==> config.mk <==
export PLATFORM = sky130hd
export DESIGN_NAME = butterfly_r2_pipe_flat
export DESIGN_NICKNAME = d
export VERILOG_FILES = /design/src/rtl/butterfly_r2_pipe_if.sv /design/src/rtl/butterfly_r2_pipe.sv /design/src/flat_wrapper.sv
export SDC_FILE = /design/constraint.sdc
export NUM_CORES = 2
export LEC_CHECK = 0
export CAP_MARGIN = 20
export CORE_MARGIN = 2
export CORE_UTILIZATION = 52
export DETAILED_ROUTE_END_ITERATION = 10
export PLACE_DENSITY_LB_ADDON = 0.05
export SYNTH_ARGS = -nofsm -noshare
export SYNTH_HDL_FRONTEND = slang
export SYNTH_SLANG_ARGS = --single-unit
==> constraint.sdc <==
create_clock -name clk -period 10.76 [get_ports clk]
set_input_delay 1.614 -clock clk [delete_from_list [all_inputs] [get_ports clk]]
set_output_delay 1.614 -clock clk [all_outputs]
set_load 0.01 [all_outputs]
==> src/rtl/butterfly_r2_pipe_if.sv <==
// Sample-pair input channel and result output channel of the radix-2 butterfly.
interface butterfly_r2_pipe_if #(
    parameter int DW    = 16,
    parameter int LOG2N = 6,
    parameter int TAGW  = 8
);
    logic              in_valid;
    logic              in_ready;
    logic [2*DW-1:0]   in_a;
    logic [2*DW-1:0]   in_b;
    logic [LOG2N-2:0]  in_k;
    logic              in_scale;
    logic              in_inv;
    logic [TAGW-1:0]   in_tag;
    logic              out_valid;
    logic              out_ready;
    logic [2*DW-1:0]   out_a;
    logic [2*DW-1:0]   out_b;
    logic [TAGW-1:0]   out_tag;
    logic              out_sat;

    modport slave (
        input  in_valid, in_a, in_b, in_k, in_scale, in_inv, in_tag, out_ready,
        output in_ready, out_valid, out_a, out_b, out_tag, out_sat
    );

    modport master (
        output in_valid, in_a, in_b, in_k, in_scale, in_inv, in_tag, out_ready,
        input  in_ready, out_valid, out_a, out_b, out_tag, out_sat
    );
endinterface

==> src/rtl/butterfly_r2_pipe.sv <==
// Four-stage radix-2 DIF butterfly: A' = (A+B)s, B' = ((A-B)s)W^k, with rounding,
// saturation, forward/inverse twiddles, tag pass-through and whole-pipe stall.
module butterfly_r2_pipe #(
    parameter int DW    = 16,
    parameter int TW    = 16,
    parameter int LOG2N = 6,
    parameter int TAGW  = 8
) (
    input  logic               clk,
    input  logic               reset,
    butterfly_r2_pipe_if.slave bus
);
    localparam int  NH  = 2 ** (LOG2N - 1);
    localparam int  KW  = LOG2N - 1;
    localparam int  PW  = DW + TW;
    localparam int  DW2 = DW + 2;
    localparam real PI  = 3.14159265358979323846;
    localparam logic signed [PW:0] RND = {{(PW + 2 - TW){1'b0}}, 1'b1, {(TW - 2){1'b0}}};

    typedef logic signed [DW-1:0] data_t;
    typedef logic signed [TW-1:0] tw_t;
    typedef logic signed [PW-1:0] prod_t;

    function automatic tw_t rom_entry(input int k, input bit is_sin);
        real    ang;
        real    v;
        longint q;
        longint maxv;
        ang  = 2.0 * PI * real'(k) / real'(2 ** LOG2N);
        v    = is_sin ? -$sin(ang) : $cos(ang);
        q    = longint'(v * real'(longint'(1) << (TW - 1)));
        maxv = (longint'(1) << (TW - 1)) - longint'(1);
        if (q > maxv) begin
            q = maxv;
        end else begin
            q = q;
        end
        return tw_t'(q);
    endfunction

    // {overflow, value}: halve with floor, or saturate the DW+1-bit sum to DW
    function automatic logic [DW:0] fit_sum(input logic signed [DW:0] x, input logic halve);
        logic [DW:0] r;
        if (halve) begin
            r = {1'b0, x[DW:1]};
        end else if (x[DW] != x[DW-1]) begin
            r = {1'b1, x[DW], {(DW - 1){~x[DW]}}};
        end else begin
            r = {1'b0, x[DW-1:0]};
        end
        return r;
    endfunction

    function automatic logic [DW:0] round_sat(input logic signed [PW:0] x);
        logic [DW+1:0] t;
        logic [DW:0]   r;
        t = DW2'((x + RND) >>> (TW - 1));
        if (t[DW+1:DW-1] == 3'b000 || t[DW+1:DW-1] == 3'b111) begin
            r = {1'b0, t[DW-1:0]};
        end else begin
            r = {1'b1, t[DW+1], {(DW - 1){~t[DW+1]}}};
        end
        return r;
    endfunction

    function automatic tw_t neg_sat(input tw_t w);
        tw_t r;
        if (w == {1'b1, {(TW - 1){1'b0}}}) begin
            r = {1'b0, {(TW - 1){1'b1}}};
        end else begin
            r = -w;
        end
        return r;
    endfunction

    tw_t rom_wr_s [NH];
    tw_t rom_wi_s [NH];

    for (genvar g = 0; g < NH; g++) begin : g_rom
        localparam tw_t WR = rom_entry(g, 1'b0);
        localparam tw_t WI = rom_entry(g, 1'b1);
        assign rom_wr_s[g] = WR;
        assign rom_wi_s[g] = WI;
    end

    logic            stall_s;
    logic            adv_s;
    logic            out_valid_r;
    logic [2*DW-1:0] out_a_r;
    logic [2*DW-1:0] out_b_r;
    logic [TAGW-1:0] out_tag_r;
    logic            out_sat_r;

    assign stall_s       = out_valid_r & ~bus.out_ready;
    assign adv_s         = ~stall_s;
    assign bus.in_ready  = ~stall_s;
    assign bus.out_valid = out_valid_r;
    assign bus.out_a     = out_a_r;
    assign bus.out_b     = out_b_r;
    assign bus.out_tag   = out_tag_r;
    assign bus.out_sat   = out_sat_r;

    data_t              a_re_s, a_im_s, b_re_s, b_im_s;
    logic signed [DW:0] sum_re_s, sum_im_s, dif_re_s, dif_im_s;
    logic [DW:0]        fs_re_s, fs_im_s, fd_re_s, fd_im_s;

    assign a_re_s   = data_t'(bus.in_a[2*DW-1:DW]);
    assign a_im_s   = data_t'(bus.in_a[DW-1:0]);
    assign b_re_s   = data_t'(bus.in_b[2*DW-1:DW]);
    assign b_im_s   = data_t'(bus.in_b[DW-1:0]);
    assign sum_re_s = {a_re_s[DW-1], a_re_s} + {b_re_s[DW-1], b_re_s};
    assign sum_im_s = {a_im_s[DW-1], a_im_s} + {b_im_s[DW-1], b_im_s};
    assign dif_re_s = {a_re_s[DW-1], a_re_s} - {b_re_s[DW-1], b_re_s};
    assign dif_im_s = {a_im_s[DW-1], a_im_s} - {b_im_s[DW-1], b_im_s};
    assign fs_re_s  = fit_sum(sum_re_s, bus.in_scale);
    assign fs_im_s  = fit_sum(sum_im_s, bus.in_scale);
    assign fd_re_s  = fit_sum(dif_re_s, bus.in_scale);
    assign fd_im_s  = fit_sum(dif_im_s, bus.in_scale);

    logic            v1_r, s1_inv_r, s1_sat_r;
    data_t           s1_sr_r, s1_si_r, s1_dr_r, s1_di_r;
    logic [KW-1:0]   s1_k_r;
    logic [TAGW-1:0] s1_tag_r;

    logic            v2_r, s2_k0_r, s2_sat_r;
    data_t           s2_ar_r, s2_ai_r, s2_dr_r, s2_di_r;
    tw_t             s2_wr_r, s2_wi_r;
    logic [TAGW-1:0] s2_tag_r;

    logic            v3_r, s3_k0_r, s3_sat_r;
    data_t           s3_ar_r, s3_ai_r, s3_dr_r, s3_di_r;
    prod_t           s3_prr_r, s3_pii_r, s3_pri_r, s3_pir_r;
    logic [TAGW-1:0] s3_tag_r;

    tw_t w_re_s, w_im_s;

    // Twiddle lookup, conjugated for the inverse transform
    always_comb begin
        w_re_s = rom_wr_s[s1_k_r];
        if (s1_inv_r) begin
            w_im_s = neg_sat(rom_wi_s[s1_k_r]);
        end else begin
            w_im_s = rom_wi_s[s1_k_r];
        end
    end

    logic signed [PW:0] re_full_s, im_full_s;
    logic [DW:0]        re_fit_s, im_fit_s;
    logic [2*DW-1:0]    b_next_s;
    logic               sat4_s;

    // Complex combine with rounding; k==0 passes d through untouched
    always_comb begin
        re_full_s = {s3_prr_r[PW-1], s3_prr_r} - {s3_pii_r[PW-1], s3_pii_r};
        im_full_s = {s3_pri_r[PW-1], s3_pri_r} + {s3_pir_r[PW-1], s3_pir_r};
        re_fit_s  = round_sat(re_full_s);
        im_fit_s  = round_sat(im_full_s);
        if (s3_k0_r) begin
            b_next_s = {s3_dr_r, s3_di_r};
            sat4_s   = 1'b0;
        end else begin
            b_next_s = {re_fit_s[DW-1:0], im_fit_s[DW-1:0]};
            sat4_s   = re_fit_s[DW] | im_fit_s[DW];
        end
    end

    // Pipeline advance: all stages move together unless the output is stalled
    always_ff @(posedge clk) begin
        if (reset) begin
            v1_r        <= 1'b0;
            s1_sr_r     <= '0;
            s1_si_r     <= '0;
            s1_dr_r     <= '0;
            s1_di_r     <= '0;
            s1_k_r      <= '0;
            s1_inv_r    <= 1'b0;
            s1_tag_r    <= '0;
            s1_sat_r    <= 1'b0;
            v2_r        <= 1'b0;
            s2_ar_r     <= '0;
            s2_ai_r     <= '0;
            s2_dr_r     <= '0;
            s2_di_r     <= '0;
            s2_wr_r     <= '0;
            s2_wi_r     <= '0;
            s2_k0_r     <= 1'b0;
            s2_tag_r    <= '0;
            s2_sat_r    <= 1'b0;
            v3_r        <= 1'b0;
            s3_ar_r     <= '0;
            s3_ai_r     <= '0;
            s3_dr_r     <= '0;
            s3_di_r     <= '0;
            s3_prr_r    <= '0;
            s3_pii_r    <= '0;
            s3_pri_r    <= '0;
            s3_pir_r    <= '0;
            s3_k0_r     <= 1'b0;
            s3_tag_r    <= '0;
            s3_sat_r    <= 1'b0;
            out_valid_r <= 1'b0;
            out_a_r     <= '0;
            out_b_r     <= '0;
            out_tag_r   <= '0;
            out_sat_r   <= 1'b0;
        end else if (adv_s) begin
            v1_r     <= bus.in_valid;
            s1_sr_r  <= fs_re_s[DW-1:0];
            s1_si_r  <= fs_im_s[DW-1:0];
            s1_dr_r  <= fd_re_s[DW-1:0];
            s1_di_r  <= fd_im_s[DW-1:0];
            s1_k_r   <= bus.in_k;
            s1_inv_r <= bus.in_inv;
            s1_tag_r <= bus.in_tag;
            s1_sat_r <= fs_re_s[DW] | fs_im_s[DW] | fd_re_s[DW] | fd_im_s[DW];

            v2_r     <= v1_r;
            s2_ar_r  <= s1_sr_r;
            s2_ai_r  <= s1_si_r;
            s2_dr_r  <= s1_dr_r;
            s2_di_r  <= s1_di_r;
            s2_wr_r  <= w_re_s;
            s2_wi_r  <= w_im_s;
            s2_k0_r  <= (s1_k_r == {KW{1'b0}});
            s2_tag_r <= s1_tag_r;
            s2_sat_r <= s1_sat_r;

            v3_r     <= v2_r;
            s3_ar_r  <= s2_ar_r;
            s3_ai_r  <= s2_ai_r;
            s3_dr_r  <= s2_dr_r;
            s3_di_r  <= s2_di_r;
            s3_prr_r <= prod_t'(s2_dr_r) * prod_t'(s2_wr_r);
            s3_pii_r <= prod_t'(s2_di_r) * prod_t'(s2_wi_r);
            s3_pri_r <= prod_t'(s2_dr_r) * prod_t'(s2_wi_r);
            s3_pir_r <= prod_t'(s2_di_r) * prod_t'(s2_wr_r);
            s3_k0_r  <= s2_k0_r;
            s3_tag_r <= s2_tag_r;
            s3_sat_r <= s2_sat_r;

            out_valid_r <= v3_r;
            if (v3_r) begin
                out_a_r   <= {s3_ar_r, s3_ai_r};
                out_b_r   <= b_next_s;
                out_tag_r <= s3_tag_r;
                out_sat_r <= s3_sat_r | sat4_s;
            end else begin
                out_a_r   <= '0;
                out_b_r   <= '0;
                out_tag_r <= '0;
                out_sat_r <= 1'b0;
            end
        end else begin
            out_valid_r <= out_valid_r;
        end
    end
endmodule

==> src/flat_wrapper.sv <==
// flat-port wrapper written by rule: the top's interface ports become plain ports
module butterfly_r2_pipe_flat 
#(
    parameter int DW    = 16,
    parameter int TW    = 16,
    parameter int LOG2N = 6,
    parameter int TAGW  = 8
)
  (clk, reset, bus_in_valid, bus_in_a, bus_in_b, bus_in_k, bus_in_scale, bus_in_inv, bus_in_tag, bus_out_ready, bus_in_ready, bus_out_valid, bus_out_a, bus_out_b, bus_out_tag, bus_out_sat);
  butterfly_r2_pipe_if #(.DW(DW), .LOG2N(LOG2N), .TAGW(TAGW)) bus_i ();
  input  logic clk;
  input  logic reset;
  input wire logic [$bits(bus_i.in_valid)-1:0] bus_in_valid;
  input wire logic [$bits(bus_i.in_a)-1:0] bus_in_a;
  input wire logic [$bits(bus_i.in_b)-1:0] bus_in_b;
  input wire logic [$bits(bus_i.in_k)-1:0] bus_in_k;
  input wire logic [$bits(bus_i.in_scale)-1:0] bus_in_scale;
  input wire logic [$bits(bus_i.in_inv)-1:0] bus_in_inv;
  input wire logic [$bits(bus_i.in_tag)-1:0] bus_in_tag;
  input wire logic [$bits(bus_i.out_ready)-1:0] bus_out_ready;
  output wire logic [$bits(bus_i.in_ready)-1:0] bus_in_ready;
  output wire logic [$bits(bus_i.out_valid)-1:0] bus_out_valid;
  output wire logic [$bits(bus_i.out_a)-1:0] bus_out_a;
  output wire logic [$bits(bus_i.out_b)-1:0] bus_out_b;
  output wire logic [$bits(bus_i.out_tag)-1:0] bus_out_tag;
  output wire logic [$bits(bus_i.out_sat)-1:0] bus_out_sat;
  assign bus_i.in_valid = bus_in_valid;
  assign bus_i.in_a = bus_in_a;
  assign bus_i.in_b = bus_in_b;
  assign bus_i.in_k = bus_in_k;
  assign bus_i.in_scale = bus_in_scale;
  assign bus_i.in_inv = bus_in_inv;
  assign bus_i.in_tag = bus_in_tag;
  assign bus_i.out_ready = bus_out_ready;
  assign bus_in_ready = bus_i.in_ready;
  assign bus_out_valid = bus_i.out_valid;
  assign bus_out_a = bus_i.out_a;
  assign bus_out_b = bus_i.out_b;
  assign bus_out_tag = bus_i.out_tag;
  assign bus_out_sat = bus_i.out_sat;
  butterfly_r2_pipe #(.DW(DW), .TW(TW), .LOG2N(LOG2N), .TAGW(TAGW)) u_core (.clk(clk), .reset(reset), .bus(bus_i));
endmodule
## Yosys cells after proc, flatten, opt, wreduce, memory -nomap -nowiden

Memories as Yosys holds them, arrays and structs flattened. A register that Yosys moved wholly into a read port is not among the register bits.
Cells that the tools add are included.

| storage, ports and cells | value |
|---|---|
| memories | 2 |
| input port bits | 83 |
| word-level logic and storage cells | 99 |
| bits in registers | 448 |
| memory bits (read-only) | 1024 |
| output and inout bits | 75 |

| cells by class | value |
|---|---|
| multiplexer cells | 20 |
| multiply operators | 4 |
| magnitude comparators | 1 |
| reduce and logical (&&, ||, !) cells | 6 |
| $add $sub $neg | 9 |
| equality and inequality tests | 7 |
| bitwise operators | 15 |

Memories:

| name | words | bits a word | read ports | clocked after memory_dff | wr ports | RTL line | RTL |
|---|---|---|---|---|---|---|---|
| (no name shown) | 32 | 16 | 1 | 1 | 0 | butterfly_r2_pipe.sv:139 | `w_re_s = rom_wr_s[s1_k_r];` |
| (no name shown) | 32 | 16 | 1 | 0 | 0 | butterfly_r2_pipe.sv:141 | `w_im_s = neg_sat(rom_wi_s[s1_k_r]);` |

Operator list:

| operator | number |
|---|---|
| $mux 17 | 10 |
| $mul 16x16->32 | 4 |
| $mux 32 | 3 |
| $add 33x16->33 const B | 2 |
| $mux 16 | 4 |
| $add 16x16->17 | 2 |
| $sub 16x16->17 | 2 |
| $add 32x32->33 | 1 |
| $sub 32x32->33 | 1 |
| $eq 16x16->1 const B | 1 |
| $neg 16->16 | 1 |
| $mux 8 | 1 |
| $not 1->1 | 8 |
| $eq 3x3->1 const B | 2 |
| $ge 6x6->1 const B | 1 |
| $logic_not 3->1 | 2 |
| $not 5->6 | 1 |
| $logic_not 5->1 | 1 |
| $or 1x1->1 | 5 |
| $ne 1x1->1 | 4 |
| $logic_or 1x1->1 | 2 |
| $mux 1 | 2 |
| $and 1x1->1 | 1 |
| $logic_not 1->1 | 1 |

## Depth between registers and ports, before layout

| logic depth | value |
|---|---|
| word-level depth | 9 |
| depth in mapped cells | 25 |
| gate-level depth less buffers | 23 |

## Worst setup path before layout

No wires, ideal clock.

| path | value |
|---|---|
| path kind | register to register |
| start | reg u_core.s2_dr_r[15] |
| end | reg u_core.s3_prr_r[31] |
| buffers on the path | 2 |
| required time | 10.643 ns |
| library setup time | 0.117 ns |
| slack | 4.419 ns |
| data arrival time | 6.224 ns |
| stages on the path, launching flop included | 20 |
| clock period less this slack | 6.341 ns |
| cells stage by stage | dfxtp_1 clkbuf_1 clkbuf_1 nand2_1 inv_1 fa_1 fa_1 fa_1 fa_1 fa_1 inv_1 fa_1 inv_1 ha_1 nand2_1 or3_1 o221a_2 a21boi_1 mux2_2 a32o_1 |

| between the ends | value |
|---|---|
| word-level cells in the longest chain between the ends | 1 |

RTL lines:

| element | RTL line | RTL |
|---|---|---|
| start: declaration | butterfly_r2_pipe.sv:126 | `data_t s2_ar_r, s2_ai_r, s2_dr_r, s2_di_r;` |
| start signal: assignment | butterfly_r2_pipe.sv:220 | `s2_dr_r <= s1_dr_r;` |
| $mul 16x16->32 | butterfly_r2_pipe.sv:233 | `s3_prr_r <= prod_t'(s2_dr_r) * prod_t'(s2_wr_r);` |
| end signal: assignment | butterfly_r2_pipe.sv:233 |  |
| end: declaration | butterfly_r2_pipe.sv:132 | `prod_t s3_prr_r, s3_pii_r, s3_pri_r, s3_pir_r;` |

Every way passes these cells.
A chain may end at the register's enable or synchronous reset.

## Final worst setup path

| path | value |
|---|---|
| start | reg u_core.s2_dr_r[8] |
| end | reg u_core.s3_prr_r[31] |

Same word-level chain as after synthesis.

==> results.toml <==
[detailed_routing]
highest_layer = "met5"
drc_errors = 0
drt_iter0_drc = 3221
routed_wl_um = 175100
routed-wl-met2_um = 83170
antenna_left = 0
firstDrtPassIters = 6
vias = 49390
via_per_inst = 5.472
wl_met3_um = 10210
wl_per_cell_um = 19.39
wl_met1_um = 75690

[floorplan]
start_util_pct = 52.32
dieArea_um2 = 125100
die_x_um = 353.7
die-height_um = 353.7
io_pins = 158
design.core.area_um2 = 121600
num_rows = 128

[power]
powerDensity_nw_per_um2 = 155.9
power_leakage_nw = 33.17
finalPower_mw = 10.66
power.ir.vdd_worst_v = 0.0001718

[synthesis]
synth-seq-area-share_pct = 14.61
synth_area_um2 = 63600
async_flop_share_pct = 0
avgSynthCellArea_um2 = 8.532
synth_top_cell_area_share_pct = 33.15
yosys_warnings = 0
synth.most_common_cell = "inv_1"
ys_ff_latch = 464
ys_top_cells_by_count = "1284 x inv_1, 1183 x nand2_1, 1053 x fa_1, 540 x a21oi_1, 535 x ha_1"
syn_nets = 9125
syn_inst = 7454
synth_area_leader_cell = "fa_1"
synthFlopType = "dfxtp_1"
synth_cell_types = 99
synth_edf_count = 0
synthTopCellsByArea = "fa_1 33%, dfxtp_1 15%, ha_1 11%"

[grt]
grt_max_degree = 144
grt_usage_pct = 28.69
antenna_found_initial = 2
grt_pass1_wl_um = 282500
grt-ovfl-total = 0
grt_pass1_vias = 50380

[clock_network]
cts_root_buffer = "clkbuf_16"
cts_tree = "yes"
cts_buffer_depth = 3
clk-insertion-delay-late_ns = 0.72
cts.sinks = 464
numCtsBuffers = 57
cts_hold_buf = 0
cts_htree_levels = 2
post_cts_buffers = 0
ctsResizeCount = 0
path_clk_slew_ns = 0.06

[final_layout]
fillCellCount = 11440
syn2layout_area_growth_pct = 7.494
diodes = 0
layout-drive-gt1-share_pct = 3.729
layout.nets = 9026

[placement]
portBuffers = 157
place_congestion = 0.8547
place_hpwl_um = 132300
post-place-ws_ns = 3.568

[setup_path]
path_max_fanout = 18
worst-r2r-cell-count = 21
critPathRequiredTime_ns = 11.37
crit_path_end_kind = "flip-flop"
path_class = "flip-flop to flip-flop"
critPathLaunchType = "flip-flop"
critPathArrivalTime_ns = 7.75

[worst_hold_path]
hold_class = "flip-flop to flip-flop"
min_path_cells = 2

[sta]
timing.setup.tns_ns = 0
setup_viol_count_final = 0
setup_ws_ns = 3.620
min_period_ns = 7.140
period_share_pct = 66.36
max_freq_mhz = 140.0
slew-limit-headroom_pct = 29.68
drv_slew = 0
rsz0062_at_grt = "false"
finalHoldViolCount = 0
worst_slew_pin_slew_ns = 1.028
skew_ns = 0.07178

[run]
drv_cap = 0

[outcome]
outcome = "finished clean"
==> placed cells by master, fill, tap and decap left out, types with 58 or more instances in the layout <==
master / synthesis / layout
o21ai_0: 174 / 173
xor2_1: 58 / 58
dfxtp_1: 464 / 453
a211oi_1: 73 / 73
ha_1: 535 / 535
nor2_1: 256 / 253
a21o_1: 86 / 86
clkdlybuf4s50_1: 0 / 156
fa_1: 1053 / 1053
and2_1: 503 / 503
nand2_1: 1183 / 1183
nand3_1: 75 / 75
a21oi_1: 540 / 540
buf_4: 4 / 89
nor3_1: 67 / 67
inv_1: 1284 / 1283
xnor2_1: 174 / 174
==> sequential cells by signal, indices dropped and copies added, names as in the netlist, 32 cells and up <==
signal and cells:
u_core.s3_prr_r 32, u_core.s3_pir_r 32, u_core.bus.out_b 32, u_core.s3_pii_r 32, u_core.bus.out_a 32, u_core.s3_pri_r 32
==> cells by family after synthesis <==
family | count (synthesis) | share of synthesized area (%)
and+or+nand+nor | 2278 | 16.63
buffers and inverters | 1691 | 10.09
adders and majority gates | 1588 | 43.67
AOI/OAI and AO/OA | 1184 | 11.47
DFF | 464 | 14.61
xor gates and xnor gates | 233 | 3.221
muxes | 16 | 0.3109
==> routing by layer <==
metal	vias up	global-route usage, %
met4	2	8.647
met5	-	0
met3	221	3.943
met2	1261	47.94
met1	24890	38.79
li1	23020	-
==> path summary, 6_finish.rpt <==
check | start | to | slack (ns)
max | u_core.s2_dr_r[8] | u_core.s3_prr_r[31] | 3.62
min reg2reg | u_core.s1_dr_r[9] | u_core.s2_dr_r[9] | 0.43
max reg2reg | u_core.s2_dr_r[8] | u_core.s3_prr_r[31] | 3.62
min | u_core.s1_dr_r[9] | u_core.s2_dr_r[9] | 0.43
==> metrics by stage <==
step           utilization, %  hold slack (ns)  instance area [um^2]  cells
2_1_floorplan               -           0.4249                 63600   7454
3_3_place_gp            54.57           0.4327                 66330   8919
3_5_place_dp            54.57           0.4431                 66330   8919
4_1_cts                 56.21           0.4227                 68330   9025
5_1_grt                 56.24           0.4477                 68360   9027
6_report                56.24           0.4272                 68360   9027
==> worst max-delay path: stages (launching register included) <==
cell       delay [ns]
dfxtp_1          0.78
buf_4            0.37
and2_1           0.19
fa_1             0.39
inv_1            0.08
fa_1             0.43
fa_1             0.51
inv_1            0.05
fa_1             0.48
fa_1             0.50
inv_1            0.05
fa_1             0.47
inv_1            0.04
ha_1             0.33
o2111ai_1        0.11
o221ai_1         0.30
nand3_1          0.22
a211o_1          0.42
o221a_2          0.29
a21boi_1         0.35
mux2_2           0.38
a32o_1           0.24
==> power by group <==
group | switching [mW] | internal, mW
combinational | 3.86 | 2.50
sequential | 0.244 | 1.99
clock | 0.875 | 1.19
==> layout make-up <==
class	count	area, um^2	area share [%]
inverters	1285	4831	7.067
clock inverters	30	364.1	0.5326
flip-flops and latches	464	9303	13.61
repair buffers	248	2292	3.353
clock buffers	76	1628	2.381
well taps	1625	2033	2.974
multi-input cells	5299	47910	70.08
Note: power is estimated with default switching activity, not from simulation.
